`config.mk`:
```
export PLATFORM = sky130hd
export DESIGN_NAME = map_cell_reader
export DESIGN_NICKNAME = d
export VERILOG_FILES = /design/src/rtl/map_cell_reader.sv
export SDC_FILE = /design/constraint.sdc
export NUM_CORES = 1
export LEC_CHECK = 0
export ABC_AREA = 1
export CAP_MARGIN = 5
export CELL_PAD_IN_SITES_DETAIL_PLACEMENT = 0
export CELL_PAD_IN_SITES_GLOBAL_PLACEMENT = 1
export CORE_MARGIN = 1
export CORE_UTILIZATION = 28
export CTS_BUF_LIST = sky130_fd_sc_hd__clkbuf_16
export CTS_CLUSTER_SIZE = 12
export DETAILED_ROUTE_END_ITERATION = 10
export HOLD_SLACK_MARGIN = 0.12
export PLACE_DENSITY = 0.79
export SLEW_MARGIN = 10
export SYNTH_ARGS = -nofsm -noshare
export SYNTH_HDL_FRONTEND = slang
export SYNTH_SLANG_ARGS = --single-unit
```
`constraint.sdc`:
```
create_clock -name clk -period 1.71 [get_ports clk]
set_input_delay 0.2565 -clock clk [delete_from_list [all_inputs] [get_ports clk]]
set_output_delay 0.2565 -clock clk [all_outputs]
set_load 0.02 [all_outputs]
```
`src/rtl/map_cell_reader.sv`:
```
// -----------------------------------------------------------------------------
// map_cell_reader
//
// Read side of the occupancy-grid RAM (128 columns x 32 rows of 8-bit words).
// A world coordinate pair in signed 14.18 fixed point selects the 2x2 cell
// neighbourhood whose lower-left corner is (ix, iy). The four words are fetched
// through a pipelined read port with READ_LATENCY cycles of latency. They are
// returned together with the fractional parts of the coordinates, for use by
// the scan-matching datapath.
//
// Optional feature:
//   MAP_CELL_READER_INTERP_EN  when defined, adds one INTERP cycle that
//                              computes a bilinear blend of the four cells
//                              into rsp_value. When undefined, rsp_value is 0.
//
// Parameters:
//   READ_LATENCY  cycles from mem_rd_en to valid mem_rd_data (legal: 1..4)
//   OOB_VALUE     word reported for every cell of an out-of-map neighbourhood
//
// Ports:
//   clk          in   single clock, all logic on posedge
//   reset        in   synchronous, active-high
//   req_valid    in   coordinate request valid
//   req_ready    out  block can accept a request (IDLE and not in reset)
//   req_x/req_y  in   32b signed fixed point, integer [31:18], fraction [17:0]
//   mem_rd_en    out  read strobe to the grid RAM
//   mem_rd_x     out  7b column address (held after the last read)
//   mem_rd_y     out  5b row address (held after the last read)
//   mem_rd_data  in   8b word, valid READ_LATENCY cycles after mem_rd_en
//   rsp_valid    out  response valid, held until rsp_ready
//   rsp_ready    in   consumer accepts the response
//   rsp_cells    out  {c11, c01, c10, c00}, where cXY = cell (ix+X, iy+Y)
//   rsp_frac_x   out  fraction of req_x latched at accept
//   rsp_frac_y   out  fraction of req_y latched at accept
//   rsp_oob      out  neighbourhood left the map; cells hold OOB_VALUE
//   rsp_value    out  bilinear result (0 when interpolation is compiled out)
// -----------------------------------------------------------------------------
module map_cell_reader #(
  parameter int unsigned READ_LATENCY = 1,
  parameter logic [7:0]  OOB_VALUE    = 8'h00
) (
  input  logic        clk,
  input  logic        reset,
  input  logic        req_valid,
  output logic        req_ready,
  input  logic [31:0] req_x,
  input  logic [31:0] req_y,
  output logic        mem_rd_en,
  output logic [6:0]  mem_rd_x,
  output logic [4:0]  mem_rd_y,
  input  logic [7:0]  mem_rd_data,
  output logic        rsp_valid,
  input  logic        rsp_ready,
  output logic [31:0] rsp_cells,
  output logic [17:0] rsp_frac_x,
  output logic [17:0] rsp_frac_y,
  output logic        rsp_oob,
  output logic [7:0]  rsp_value
);

  typedef enum logic [2:0] {
    S_IDLE,
    S_ISSUE,
    S_WAIT,
    S_OOB,
    S_INTERP,
    S_RESP
  } state_t;

  state_t r_state;
  state_t w_state_nxt;

  // Request decode: integer parts are signed, so negative coordinates are
  // caught by the same range compare as the upper edges.
  logic signed [13:0] w_ix;
  logic signed [13:0] w_iy;
  logic               w_oob;
  logic               w_accept;

  assign w_ix     = req_x[31:18];
  assign w_iy     = req_y[31:18];
  assign w_oob    = (w_ix < 14'sd0) || (w_ix > 14'sd126) ||
                    (w_iy < 14'sd0) || (w_iy > 14'sd30);
  assign req_ready = (r_state == S_IDLE) && !reset;
  assign w_accept = req_valid && req_ready;

  // Latched request and read sequencing
  logic [6:0]  r_base_x;
  logic [4:0]  r_base_y;
  logic [17:0] r_frac_x;
  logic [17:0] r_frac_y;
  logic [1:0]  r_issue_idx;    // index of the read currently on the bus
  logic [1:0]  w_issue_nxt;
  logic        r_mem_rd_en;
  logic [6:0]  r_mem_rd_x;
  logic [4:0]  r_mem_rd_y;

  assign w_issue_nxt = r_issue_idx + 2'd1;

  // Return tagging: one valid bit per cycle of read latency. A set bit at the
  // tail marks mem_rd_data as ours; returns land in slots in issue order.
  logic [READ_LATENCY-1:0] r_vld_sr;
  logic                    w_ret;
  logic [1:0]              r_cap_idx;
  logic [31:0]             r_cells;
  logic                    r_oob;

  assign w_ret = r_vld_sr[READ_LATENCY-1];

`ifdef MAP_CELL_READER_INTERP_EN
  // Bilinear blend: weights are the top 8 fraction bits, so (256 - f) needs
  // 9 bits. Every product is kept at its full width; only the final 24-bit
  // sum is truncated to its top byte.
  logic [7:0]  r_value;
  logic [7:0]  w_fx;
  logic [7:0]  w_fy;
  logic [8:0]  w_fx_inv;
  logic [8:0]  w_fy_inv;
  logic [15:0] w_v0;
  logic [15:0] w_v1;
  logic [23:0] w_v;

  assign w_fx     = r_frac_x[17:10];
  assign w_fy     = r_frac_y[17:10];
  assign w_fx_inv = 9'd256 - {1'b0, w_fx};
  assign w_fy_inv = 9'd256 - {1'b0, w_fy};
  assign w_v0     = 16'(r_cells[7:0])   * 16'(w_fx_inv) + 16'(r_cells[15:8])  * 16'(w_fx);
  assign w_v1     = 16'(r_cells[23:16]) * 16'(w_fx_inv) + 16'(r_cells[31:24]) * 16'(w_fx);
  assign w_v      = 24'(w_v0) * 24'(w_fy_inv) + 24'(w_v1) * 24'(w_fy);
  assign rsp_value = r_value;
`else
  assign rsp_value = 8'd0;
`endif

  // ---------------------------------------------------------------------------
  // FSM state register
  // ---------------------------------------------------------------------------
  always_ff @(posedge clk) begin
    if (reset) begin
      r_state <= S_IDLE;
    end else begin
      r_state <= w_state_nxt;
    end
  end

  // ---------------------------------------------------------------------------
  // FSM next state and response valid
  // ---------------------------------------------------------------------------
  // NOTE: every output of this block is given a default before the case, so no
  // path leaves a signal unassigned and no latch is inferred.
  always_comb begin
    w_state_nxt = r_state;
    rsp_valid   = 1'b0;
    case (r_state)
      S_IDLE: begin
        if (w_accept) begin
          w_state_nxt = w_oob ? S_OOB : S_ISSUE;
        end
      end
      S_ISSUE: begin
        if (r_issue_idx == 2'd3) begin
          w_state_nxt = S_WAIT;
        end
      end
      S_WAIT: begin
        // The fourth return is being captured on this edge.
        if (w_ret && (r_cap_idx == 2'd3)) begin
`ifdef MAP_CELL_READER_INTERP_EN
          w_state_nxt = S_INTERP;
`else
          w_state_nxt = S_RESP;
`endif
        end
      end
      S_INTERP: begin
        w_state_nxt = S_RESP;
      end
      S_OOB: begin
        // Out-of-map answers are ready immediately; a stalled consumer parks
        // the block in RESP like any other response.
        rsp_valid   = 1'b1;
        w_state_nxt = rsp_ready ? S_IDLE : S_RESP;
      end
      S_RESP: begin
        rsp_valid = 1'b1;
        if (rsp_ready) begin
          w_state_nxt = S_IDLE;
        end
      end
      default: begin
        w_state_nxt = S_IDLE;
      end
    endcase
  end

  // ---------------------------------------------------------------------------
  // Datapath: request latch, read issue, return capture
  // ---------------------------------------------------------------------------
  // NOTE: all state here is updated with non-blocking assignments so every
  // register samples the pre-edge value of every other register, independent
  // of statement order.
  always_ff @(posedge clk) begin
    if (reset) begin
      // Clearing the tag pipeline discards any returns still in flight.
      r_vld_sr    <= '0;
      r_cap_idx   <= 2'd0;
      r_issue_idx <= 2'd0;
      r_base_x    <= 7'd0;
      r_base_y    <= 5'd0;
      r_frac_x    <= 18'd0;
      r_frac_y    <= 18'd0;
      r_mem_rd_en <= 1'b0;
      r_mem_rd_x  <= 7'd0;
      r_mem_rd_y  <= 5'd0;
      r_cells     <= 32'd0;
      r_oob       <= 1'b0;
`ifdef MAP_CELL_READER_INTERP_EN
      r_value     <= 8'd0;
`endif
    end else begin
      r_vld_sr[0] <= r_mem_rd_en;
      for (int i = 1; i < int'(READ_LATENCY); i++) begin
        r_vld_sr[i] <= r_vld_sr[i-1];
      end

      if (w_accept) begin
        r_frac_x    <= req_x[17:0];
        r_frac_y    <= req_y[17:0];
        r_base_x    <= w_ix[6:0];
        r_base_y    <= w_iy[4:0];
        r_issue_idx <= 2'd0;
        r_cap_idx   <= 2'd0;
        r_oob       <= w_oob;
        if (w_oob) begin
          r_cells <= {4{OOB_VALUE}};
`ifdef MAP_CELL_READER_INTERP_EN
          r_value <= OOB_VALUE;
`endif
        end else begin
          // First read (c00) goes out in the cycle after accept.
          r_mem_rd_en <= 1'b1;
          r_mem_rd_x  <= w_ix[6:0];
          r_mem_rd_y  <= w_iy[4:0];
        end
      end

      // Read order c00, c10, c01, c11: bit 0 of the index steps x, bit 1 steps y.
      if (r_state == S_ISSUE) begin
        if (r_issue_idx == 2'd3) begin
          r_mem_rd_en <= 1'b0;
        end else begin
          r_issue_idx <= w_issue_nxt;
          r_mem_rd_x  <= r_base_x + {6'd0, w_issue_nxt[0]};
          r_mem_rd_y  <= r_base_y + {4'd0, w_issue_nxt[1]};
        end
      end

      if (w_ret) begin
        r_cells[{r_cap_idx, 3'b000} +: 8] <= mem_rd_data;
        r_cap_idx                         <= r_cap_idx + 2'd1;
      end

`ifdef MAP_CELL_READER_INTERP_EN
      if (r_state == S_INTERP) begin
        r_value <= w_v[23:16];
      end
`endif
    end
  end

  assign mem_rd_en  = r_mem_rd_en;
  assign mem_rd_x   = r_mem_rd_x;
  assign mem_rd_y   = r_mem_rd_y;
  assign rsp_cells  = r_cells;
  assign rsp_frac_x = r_frac_x;
  assign rsp_frac_y = r_frac_y;
  assign rsp_oob    = r_oob;

endmodule

```
# Word level (Yosys, flattened, before mapping)
# Cells that the tools add are included.
dict set report classes {
  n_shift 2
  n_mux 30
  n_lt_le_gt_ge 4
  addsub 5
  eq_ne 11
  n_reduce_logical 11
}
# cell n
set op_table {}
lappend op_table {{$mux W32} 4}
lappend op_table {{$bwmux W32} 1}
lappend op_table {{$shift A8 B7 Y32 const A} 1}
lappend op_table {{$shiftx A8 B7 Y32} 1}
lappend op_table {{$lt A14 B1 Y1 const B} 2}
lappend op_table {{$mux W7} 4}
lappend op_table {{$mux W5} 4}
lappend op_table {{$pmux W3 S6} 1}
lappend op_table {{$mux W3} 5}
lappend op_table {{$gt A14 B6 Y1 const B} 1}
lappend op_table {{$gt A14 B8 Y1 const B} 1}
lappend op_table {{$mux W2} 6}
lappend op_table {{$ne A2 B2 Y1 const B} 4}
lappend op_table {{$add A7 B1 Y7} 1}
lappend op_table {{$neg A5 Y7} 1}
lappend op_table {{$eq A3 B2 Y1 const B} 2}
lappend op_table {{$eq A3 B3 Y1 const B} 2}
lappend op_table {{$add A5 B1 Y5} 1}
lappend op_table {{$mux W1} 5}
lappend op_table {{$add A2 B1 Y2 const B} 2}
lappend op_table {{$eq A2 B2 Y1 const B} 2}
lappend op_table {{$reduce_and A4 Y1} 1}
lappend op_table {{$eq A3 B1 Y1 const B} 1}
lappend op_table {{$logic_and A1 B1 Y1} 3}
lappend op_table {{5 further kinds} 7}
dict set report word_totals {
  reg_bits 102
  in_bits 76
}

# Depth between registers and ports, before layout
dict set report depth {
  word_depth 9
  ltp_mapped 11
}

# Least setup slack after synthesis
# Ideal clock, no wire load.
dict set report synth_path {
  path_kind {register -> register}
  startpoint {reg r_cap_idx[0]}
  endpoint {reg r_cells[0], in the netlist rsp_cells[0]}
  arrival_time_ns 1.715
  stages_incl_launch_ff 8
  slack_ns -0.075
  path_buffers 1
  setup_ns 0.070
  path_cell_list {dfxtp_1 > inv_1 > clkbuf_1 > ha_1 > clkinv_1 > nor4_4 > nand2_1 > a21oi_1}
}
dict set report synth_via {
  elab_chain_len 4
  elab_cells_between_ends 5
  classes_between {add/sub: 1; shift: 2; mux: 2}
}
# item line_no
set synth_rtl {}
lappend synth_rtl {{from (decl)} 104} ;# logic [1:0] r_cap_idx;
lappend synth_rtl {{from (signal assigned)} 260} ;# r_cap_idx <= r_cap_idx + 2'd1;
lappend synth_rtl {{$neg A5 Y7 (*)} 259} ;# r_cells[{r_cap_idx, 3'b000} +: 8] <= mem_rd_data;
lappend synth_rtl {{$shiftx A8 B7 Y32 or $shift A8 B7 Y32 (tied branches)} 259}
lappend synth_rtl {{$bwmux W32 (*)} 259}
lappend synth_rtl {{$mux W32 (*)} 258} ;# if (w_ret) begin
lappend synth_rtl {{to (signal assigned)} 235} ;# r_cells <= {4{OOB_VALUE}};
lappend synth_rtl {{to (signal, indexed assignment)} 259}
lappend synth_rtl {{to (decl)} 105} ;# logic [31:0] r_cells;
# Mark *: on every way between the ends. The rest lies on a longest branch, timed or not.
# A chain may end at the register's enable or synchronous reset.

# Final worst setup path
dict set report layout_path {
  startpoint {reg r_issue_idx[0]}
  endpoint {reg r_mem_rd_y[1], in the netlist mem_rd_y[1]}
}
dict set report layout_via {
  elab_chain_len 4
  elab_cells_between_ends 5
  classes_between {add/sub: 2; eq/ne: 1; mux: 2}
}
# item line_no
set layout_rtl {}
lappend layout_rtl {{from (decl)} 92} ;# logic [1:0] r_issue_idx;
lappend layout_rtl {{from (signal assigned)} 252} ;# r_issue_idx <= w_issue_nxt;
lappend layout_rtl {{$add A2 B1 Y2} 98} ;# assign w_issue_nxt = r_issue_idx + 2'd1;
lappend layout_rtl {{$add A5 B1 Y5} 254} ;# r_mem_rd_y <= r_base_y + {4'd0, w_issue_nxt[1]};
lappend layout_rtl {{$mux W5 (*)} 249} ;# if (r_issue_idx == 2'd3) begin
lappend layout_rtl {{$mux W5 (*)} 248} ;# if (r_state == S_ISSUE) begin
lappend layout_rtl {{to (signal assigned)} 243} ;# r_mem_rd_y <= w_iy[4:0];
lappend layout_rtl {{to (signal assigned)} 254}
lappend layout_rtl {{to (decl)} 96} ;# logic [4:0] r_mem_rd_y;
# Marks and branches as above.

==> qor.yml <==
hold_path:
  hp-class: "input pin to flip-flop"
  hold_path_depth: 3
  min_to: "rsp_frac_x[11]"
  min_from: "req_x[11]"
worst_setup_path:
  cp_slowest_cell: "dfxtp_2"
  r2r-end: "mem_rd_y[1]"
  critPathTopFamily: "adder cells"
  cp_data_arrival_time_ns: 1.87
  r2r_start: "r_issue_idx[0]"
  startpoint_type: "flip-flop"
  ff2ff_path_depth: 6
  crit_buf_inv: 1
  worstPathRequired_ns: 1.97
  critPathMaxFanout: 4
  r2r_slack_ns: 0.09
  cpMostUsedCell: "ha_1"
  end_kind: "flip-flop"
  criticalPathCategory: "flip-flop to flip-flop"
  path_cells: "ha_1 > ha_1 > ha_1 > or2_2 > nand3_1 > inv_1"
  critPathMaxStageDelay_ns: 0.34
pwr:
  power_frac_comb_pct: 35.4
  p_switching_uw: 2640
  swShare_pct: 34.1
  p_per_area_nw_per_um2: 1150
  p_int_uw: 5100
  fin_total_pwr_uw: 7740
  seqPwrFrac_pct: 38.7
  vdd_drop_max_mv: 0.650
  p_leak_uw: 0.00274
  clkPwrFrac_pct: 25.9
synthesis:
  synth_top_family_by_area: "simple AND/OR/NAND/NOR gates"
  synthCells: 595
  synth_mux_area_share_pct: 0
  synth-xor-area-share_pct: 0.796
  yosysSeqAreaShare_pct: 46.4
  synth_edf_count: 0
  syn_area_sq_um: 4400
  synth_compound_area_share_pct: 8.75
  async_flop_share_pct: 0
  yosys.area_share.simple_pct: 33.3
  synth_fa_ha_area_share_pct: 2.84
  avgSynthCellArea_sq_um: 7.40
  synth_cell_types: 30
  ys.flop_type: "dfxtp_1"
  ys_ff_latch: 102
  yosysWarnings: 0
sta:
  rsz0062_at_grt: "false"
  hold_slack_ns: 0.438
  min_period_ns: 1.62
  fmax_mhz: 619
  drv_slew: 0
  fin_crit_sh_pct: 94.5
  setup_violations: 0
  hold_viol: 0
  fin_worst_skew_ns: 0.00789
grt:
  grt.total_usage_pct: 16.3
  grt_max_degree: 39
  antenna_found_initial: 0
  grt_pass1_vias: 4395
  grt_first_pass_wirelength_um: 20800
  overflow: 0
die:
  io_pins: 168
  initial_core_util_pct: 28.9
  rows: 45
  chipHeight_um: 127
  die_w_um: 127
  core_area_sq_um: 15300
  die_area_sq_um: 16200
place:
  globalplace.congestion: 0.767
  dp_hpwl_um: 9280
  dp_cells: 971
  io_buffers: 159
clocking:
  insertion_delay_ns: 0.35
  cts-root-buf: "clkbuf_16"
  cts_tree: "yes"
  clockBufferDepth: 2
  numCtsBuffers: 9
  cts_htree_levels: 3
  clkTransAtPathRegs_ns: 0.07
  cts_hold_buf: 0
  cts.sinks: 102
flow_run:
  drv_cap: 0
routing:
  first_pass_iters: 4
  dr.first_iter.drc_count: 159
  drc_errors: 0
  vias: 4434
  routed_wirelength_um: 12500
  ant_nets: 0
  wl_per_cell_um: 12.7
  vias_per_cell: 4.49
layout:
  final_cells: 987
  synthToLayoutAreaGrowth_pct: 52.6
  final_cell_mix: "163 x nand2_1, 157 x clkdlybuf4s50_1, 115 x nand3_1"
  utilization_pct: 44.0
  drive_gt1_share_pct: 9.92
  layout_commonest_cell: "nand2_1"
  nNetsFinal: 859
  antenna_cells: 0
outcome:
  run_status: "finished, final reports clean"
-- cells in the mapped netlist (all sizes together) (2+ instances only) --
cell type / n / share of area (%)
dfxtp: 102 / 46
a31oi: 3 / 0.43
clkbuf: 16 / 1.4
o21ai: 19 / 2.4
xnor2: 2 / 0.40
nand2: 165 / 14
buf: 24 / 3.5
nand3: 116 / 13
a21oi: 49 / 5.6
inv: 31 / 2.8
clkinv: 2 / 0.17
a211oi: 2 / 0.34
ha: 10 / 2.8
nor2: 43 / 3.9
xor2: 2 / 0.40
or2: 5 / 0.71
-- power groups by stage --
stage                     combinational [uW]  clock (uW)  sequential [uW]
after CTS                               2770        2080             3000
final                                   2740        2000             3000
after global placement                  2740           0             3030
after detailed placement                2770           0             3050
after global routing                    3050        2170             3050
after floorplan                         1250           0             3350
-- stage by stage --
step	setup slack, ns	setup TNS (ns)	area [sq um]
final	0.0939	0	6720
after global routing	0.0113	0	6720
after floorplan	0.00661	0	4430
after CTS	0.0139	0	6700
after detailed placement	-0.179	-6.34	6420
after global placement	-0.182	-3.54	6420
-- cell type report --
class | count | area, sq um
Clock buffer | 9 | 225
Clock inverter | 5 | 53.8
Fill cell | 1517 | 8540
Inverter | 33 | 133
Multi-Input combinational cell | 427 | 2050
Sequential cell | 102 | 2040
Tap cell | 211 | 264
Timing Repair Buffer | 200 | 1950
-- worst min-delay path: stages --
cell and delay [ns]:
clkdlybuf4s50_1 0.39, nand2_1 0.06, nand2_1 0.04
-- timing repair --
| item | CTS | global route |
|---|---|---|
| resized for setup | 2 | 10 |
| gates cloned | 0 | 0 |
| setup buffers | 0 | 2 |
| pin swaps | 0 | 2 |
| endpoints found under the hold margin | 0 | 0 |
| setup endpoints to repair | 2 | 16 |
-- flip-flops by register name, indices dropped and copies added, names as in the netlist --
name	flops
mem_rd_x	7
mem_rd_en	1
r_state	3
r_vld_sr	1
r_base_x	7
r_base_y	5
r_issue_idx	2
mem_rd_y	5
rsp_oob	1
rsp_frac_x	18
rsp_cells	32
rsp_frac_y	18
r_cap_idx	2
-- worst max path at each step --
| stage | startpoint | endpoint | slack, ns | depth (start not counted) |
|---|---|---|---|---|
| after floorplan | r_cap_idx[0] | rsp_cells[0] | 0.007 | 6 |
| final | r_issue_idx[0] | mem_rd_y[1] | 0.09 | 6 |
| after global placement | reset | req_ready | -0.18 | 3 |
| after CTS | r_state[1] | req_ready | 0.01 | 4 |
| after global routing | r_issue_idx[0] | mem_rd_y[1] | 0.01 | 6 |
| after detailed placement | reset | req_ready | -0.18 | 3 |
-- layer usage --
layer | global-route usage [%] | part of all wire, % | vias up
li1 | - | - | 2273
met1 | 18.6 | 44 | 1996
met2 | 27.3 | 47 | 153
met3 | 6.99 | 8.2 | 12
met4 | 5.39 | 1.1 | 0
met5 | 0 | 0 | -
-- cells by family (layout without fill, tap and decap cells) --
group                      Yosys count  in the layout
DFF                                102            102
xor gates and xnor gates             4              4
and+or+nand+nor                    332            332
other                                1              8
buffers and inverters               73            247
AOI/OAI and AO/OA                   73             73
adders and majority gates           10             10
Power figures use the tool's default switching activity.
==> edit 1: new RTL, config.mk and constraints unchanged <==
Encoding of `state_t`: now one-hot (6 bits for 6 states).
--- a/src/rtl/map_cell_reader.sv
+++ b/src/rtl/map_cell_reader.sv
@@ -59,11 +59,11 @@
 );
 
-  typedef enum logic [2:0] {
-    S_IDLE,
-    S_ISSUE,
-    S_WAIT,
-    S_OOB,
-    S_INTERP,
-    S_RESP
+  typedef enum logic [5:0] {
+    S_IDLE   = 6'b000001,
+    S_ISSUE  = 6'b000010,
+    S_WAIT   = 6'b000100,
+    S_OOB    = 6'b001000,
+    S_INTERP = 6'b010000,
+    S_RESP   = 6'b100000
   } state_t;
 
Formal check against the unedited RTL: same outputs for any inputs over 4 cycles, from zero or initial values and one cycle with reset high; so few cycles prove little.
==> edit 1 against the original RTL <==
- critical path depth grew 1
- fmax shrank 0.18%
- worst setup slack lost 0.0029 ns
- final area is 5.6% higher
- synthesized area up 7.8%
- sequential cell count increased by 2
- global-route usage is 0.81 points lower
- wire length rose by 5.3%
- critical path type unchanged
Power is not compared: it rests on default switching activity, and its combinational part moved more than twofold at a synthesized area within 25%.
==> edit 1: results (changes against the original RTL) <==
| Metric | Value |
|---|---|
| Status | finished, final reports clean (unchanged) |
| CP max-delay cell | ha_1 (was dfxtp_2) |
| End point of the critical path | mem_rd_y[4] (was mem_rd_y[1]) |
| Area contributors post-synth | dfxtp_1 (44%), nand2_1 (15%), nor2_1 (6.9%), o21ai_0 (6.8%), a21oi_1 (6.0%) (was dfxtp_1 (46%), nand2_1 (14%), nand3_1 (13%), a21oi_1 (5.6%), nor2_1 (3.5%)) |
| Largest net degree at the start of global routing | 66 (was 39) |
| DPL Wire Length | 9.441 mm (was 9.276 mm) |
| CTS max path bufs | 2 (unchanged) |
| Area after DPL | 6761 um2 (was 6425 um2) |
| Critical path's top delay family | adder cells (unchanged) |
| Tot GR Track Use | 15.49% (was 16.29%) |
| Iter 0 DRT Violations | 259 (was 159) |
| Routed WL | 13.17 mm (was 12.51 mm) |
| Hold Slack | 0.4581 ns (was 0.4384 ns) |
| Vias per Instance | 4.261 (was 4.492) |
| Synth Area in XOR/XNOR | 1.292% (was 0.7957%) |
| Critical path arrival | 1.92 ns (was 1.87 ns) |
| Worst Skew | 0.01063 ns (was 0.007890 ns) |
| Compound-cell area share of the yosys netlist | 13.48% (was 8.752%) |
| GPL Wtd Cong | 0.7536 (was 0.7666) |
| Fill count | 1773 (was 1517) |
| Unique masters post-synth | 25 (was 30) |
| Worst skew pair latency | 0.36 ns |
| Reg2Reg Depth | 7 (was 6) |
| Global-route wire length before repair | 21.43 mm (was 20.79 mm) |
| Util after Layout | 42.79% (was 44.03%) |
| Crit-path max FO | 3 (was 4) |
| Commonest cells post-synth | nand2_1 (189), dfxtp_1 (104), nor2_1 (87) (was nand2_1 (163), nand3_1 (115), dfxtp_1 (102)) |
| Share of the yosys chip area belonging to registers | 43.88% (was 46.38%) |
| Syn avg cell area | 6.906 um2 (was 7.400 um2) |
| Vias in the first global route | 4251 (was 4395) |
| Post-route minimum period | 1.619 ns (was 1.616 ns) |
| Max H-tree Level | 3 (unchanged) |
| Synth Area in Adders | 2.637% (was 2.842%) |
| Placed cells | 1070 (was 971) |
| # diodes | 0 (unchanged) |
| Layout cell share with drive strength beyond 1 | 8.189% (was 9.923%) |
| Pleak | 2.738 nW |
| Setup WS pre-CTS | -0.2257 ns (was -0.1789 ns) |
| Post-synth ARST share | 0% (unchanged) |
| Worst-path clk slew | 0.07 ns (about the same) |
| Final nets | 948 (was 859) |
| Root Buffer | clkbuf_16 (unchanged) |
| Vias | 4632 (was 4434) |
| Max FFs per register | 32 (unchanged) |
## edit 1: cell count changes after synthesis, moves of 3 or more
cell      before  now
nand4_1        0    5
inv_1         27   72
nand2_1      163  189
nor2_1        41   87
nand3_1      115   35
xor2_1         2    7
a21oi_1       49   57
o21ai_0       18   64
clkbuf_1      16   13
or2_2          5    0
## edit 1: timing repair
action / CTS / global route
setup buffers: 0 / 1
pin swaps: 0 / 3
hold buffers: 0 / 0
resized for setup: 4 / 6
endpoints found under the setup margin: 2 / 12
## edit 1: worst min-delay path by stage
stage | from | endpoint
after CTS | req_y[15] | rsp_frac_y[15]
after global routing | req_y[12] | rsp_frac_y[12]
after global placement | r_issue_idx[1] | r_issue_idx[1]
final | req_y[12] | rsp_frac_y[12]
after detailed placement | r_issue_idx[1] | r_issue_idx[1]
after floorplan | req_x[18] | r_base_x[0]
## edit 1: where the power goes
part           switching, mW  total, mW  internal, mW
combinational          0.446      0.899         0.454
sequential            0.0660       2.60          2.54
clock                   1.01       2.31          1.30
total                   1.52       5.81          4.29
## edit 1: layout make-up
type,instances,area share [%]
clock inverters,7,1.446
clock buffers,9,3.174
inverters,76,4.020
multi-input cells,473,30.61
well taps,220,3.879
flip-flops and latches,104,29.34
repair buffers,198,27.53
## edit 1: per-layer routing
metal  GRT usage [%]  wire (um)
met2           25.51       6190
met3           3.845        636
met5               0          0
met4           4.917        182
met1           19.83       6162
## edit 1: worst register-to-register path, stage by stage (launching register included)
cell and delay [ns]:
dfxtp_1 0.33, ha_1 0.34, ha_1 0.21, ha_1 0.21
nand3_1 0.11, xor2_1 0.14, o21ai_0 0.09, nor2_1 0.13
==> edit 2: new RTL, same flow settings <==
Made on the original files. Set the parameter `READ_LATENCY` to 2 (it was 1). Comments in the files are not updated.
--- a/src/rtl/map_cell_reader.sv
+++ b/src/rtl/map_cell_reader.sv
@@ -37,5 +37,5 @@
 // -----------------------------------------------------------------------------
 module map_cell_reader #(
-  parameter int unsigned READ_LATENCY = 1,
+  parameter int unsigned READ_LATENCY = 2,
   parameter logic [7:0]  OOB_VALUE    = 8'h00
 ) (
Check against the original RTL: not equivalent (a bounded check fails within 4 cycles, from zero or initial values and one cycle with reset high).
==> edit 2 against the original RTL <==
- sequential cell count increased by 1
- synthesized area increased by 5.9%
- wire length is 5.3% higher
- register-to-register slack better by 0.04 ns
- worst setup slack gained 0.012 ns
- critical path depth is 5 lower
- clock power grew 2%
- fmax grew 0.77%
- final area is 5.0% higher
- non-clock buffer count increased by 5
- power shrank 1.3%
==> edit 2: results (changes against the original RTL) <==
| Metric | Value |
|---|---|
| Unique masters post-synth | 24 (was 30) |
| Post-synth ARST share | 0% (unchanged) |
| Max FFs per register | 32 (unchanged) |
| Worst Skew | 0.005472 ns (was 0.007890 ns) |
| Share of the yosys chip area belonging to registers | 44.23% (was 46.38%) |
| Synth Area in XOR/XNOR | 0.5636% (was 0.7957%) |
| GPL Wtd Cong | 0.7640 (was 0.7666) |
| NonClk Buf Share | 28.21% (was 29.05%) |
| Syn avg cell area | 6.727 um2 (was 7.400 um2) |
| Fill count | 1649 (was 1517) |
| Compound-cell area share of the yosys netlist | 8.374% (was 8.752%) |
| Fraction of area in multi-input gates | 30.73% (was 30.48%) |
| Critical path arrival | 1.35 ns (was 1.87 ns) |
| Vias | 4713 (was 4434) |
| Status | finished, final reports clean (unchanged) |
| Placed cells | 1080 (was 971) |
| Initial antenna violation count | 0 (unchanged) |
| Wirelength per Cell | 12.02 um (was 12.68 um) |
| VDD IR-drop max | 0.0006862 V (was 0.0006501 V) |
| Vias in the first global route | 4409 (was 4395) |
| Routed WL | 13.18 mm (was 12.51 mm) |
| Worst stage delay on the critical path | 0.63 ns (was 0.34 ns) |
| Non-Clock Buffer Count | 205 (was 200) |
| Clkbuf count | 9 (unchanged) |
| Area contributors post-synth | dfxtp_1 (44%), nand2_1 (17%), nand3_1 (8.2%), nor2_1 (7.5%), a21oi_1 (6.2%) (was dfxtp_1 (46%), nand2_1 (14%), nand3_1 (13%), a21oi_1 (5.6%), nor2_1 (3.5%)) |
| Pwr dens | 1083 nW/um2 (was 1152 nW/um2) |
| Final nets | 961 (was 859) |
| Global-route wire length before repair | 21.56 mm (was 20.79 mm) |
| CTS max path bufs | 2 (unchanged) |
| Synth Area in Adders | 2.684% (was 2.842%) |
| Ys Warns | 0 (unchanged) |
| Crit-path max FO | 2 (was 4) |
| Pleak | 2.960 nW (was 2.745 nW) |
| Number of non-clock inverters | 73 (was 33) |
| Pre-Repair DR Iteration Count | 4 (unchanged) |
| Worst skew pair latency | 0.35 ns (about the same) |
| Register bit total from synthesis | 103 (was 102) |
| Layout cell share with drive strength beyond 1 | 8.409% (was 9.923%) |
| Min-Delay Path Class | flip-flop to flip-flop (was input port to flip-flop) |
| Critical path's top delay family | buffers and inverters (was adder cells) |
| CP max-delay cell | clkdlybuf4s50_1 (was dfxtp_2) |
| Layout clock area frac | 4.098% (was 4.153%) |
| DPL Wire Length | 9.633 mm (was 9.276 mm) |
| Max H-tree Level | 3 (unchanged) |
| Tot GR Track Use | 16.21% (was 16.29%) |
| Commonest cells post-synth | nand2_1 (209), dfxtp_1 (103), nor2_1 (93) (was nand2_1 (163), nand3_1 (115), dfxtp_1 (102)) |
| Largest net degree at the start of global routing | 49 (was 39) |
| Die area | 17170 um2 (was 16230 um2) |
| Multi-input gates | 483 (was 427) |
| Area after DPL | 6770 um2 (was 6425 um2) |
| Register share of the cell area | 29.25% (was 30.41%) |
| Iter 0 DRT Violations | 218 (was 159) |
| Worst-path clk slew | 0.07 ns (about the same) |
| # diodes | 0 (unchanged) |
-- edit 2: cell types whose count changed after synthesis, sizes merged, moves of 2 or more --
cell   delta
a31oi     -3
inv      +41
a21oi     +9
o21ai     -2
nand3    -39
nor2     +51
or2       -5
xnor2     -2
buf       +2
nand2    +45
-- edit 2: timing repair --
item	in CTS	in global routing
hold buffers	0	0
endpoints found under the setup margin	2	4
pin swaps	0	0
gates resized for setup	3	6
setup buffers	0	0
-- edit 2: power breakdown --
group	leakage (nW)	switching, mW	total [mW]	internal (mW)
combinational	1.98	1.42	2.59	1.17
clock	0.140	0.918	2.04	1.12
sequential	0.840	0.225	3.01	2.78
total	2.96	2.57	7.64	5.07
-- edit 2: per-layer routing --
| layer | up-vias | track usage [%] | wire length (um) |
|---|---|---|---|
| met4 | 0 | 3.854 | 116 |
| li1 | 2503 | - | - |
| met5 | - | 0 | 0 |
| met3 | 9 | 6.637 | 1137 |
| met2 | 136 | 26.61 | 6050 |
| met1 | 2065 | 19.71 | 5871 |
-- edit 2: final timing paths --
kind	from	end	slack (ns)	cells after the start
setup / recovery	mem_rd_y[4]	mem_rd_y[4]	0.11	1
hold reg to reg	r_vld_sr[0]	r_vld_sr[1]	0.41	2
hold / removal	r_vld_sr[0]	r_vld_sr[1]	0.41	2
setup reg to reg	r_issue_idx[0]	mem_rd_y[2]	0.13	6
-- edit 2: per-stage QoR --
stage	hold WS [ns]	worst slack (ns)
2_1_floorplan	0.3670	0.006611
3_3_place_gp	0.3912	-0.2257
3_5_place_dp	0.3994	-0.2126
4_1_cts	0.4091	0.002179
5_1_grt	0.4389	0.009310
6_report	0.4057	0.1063
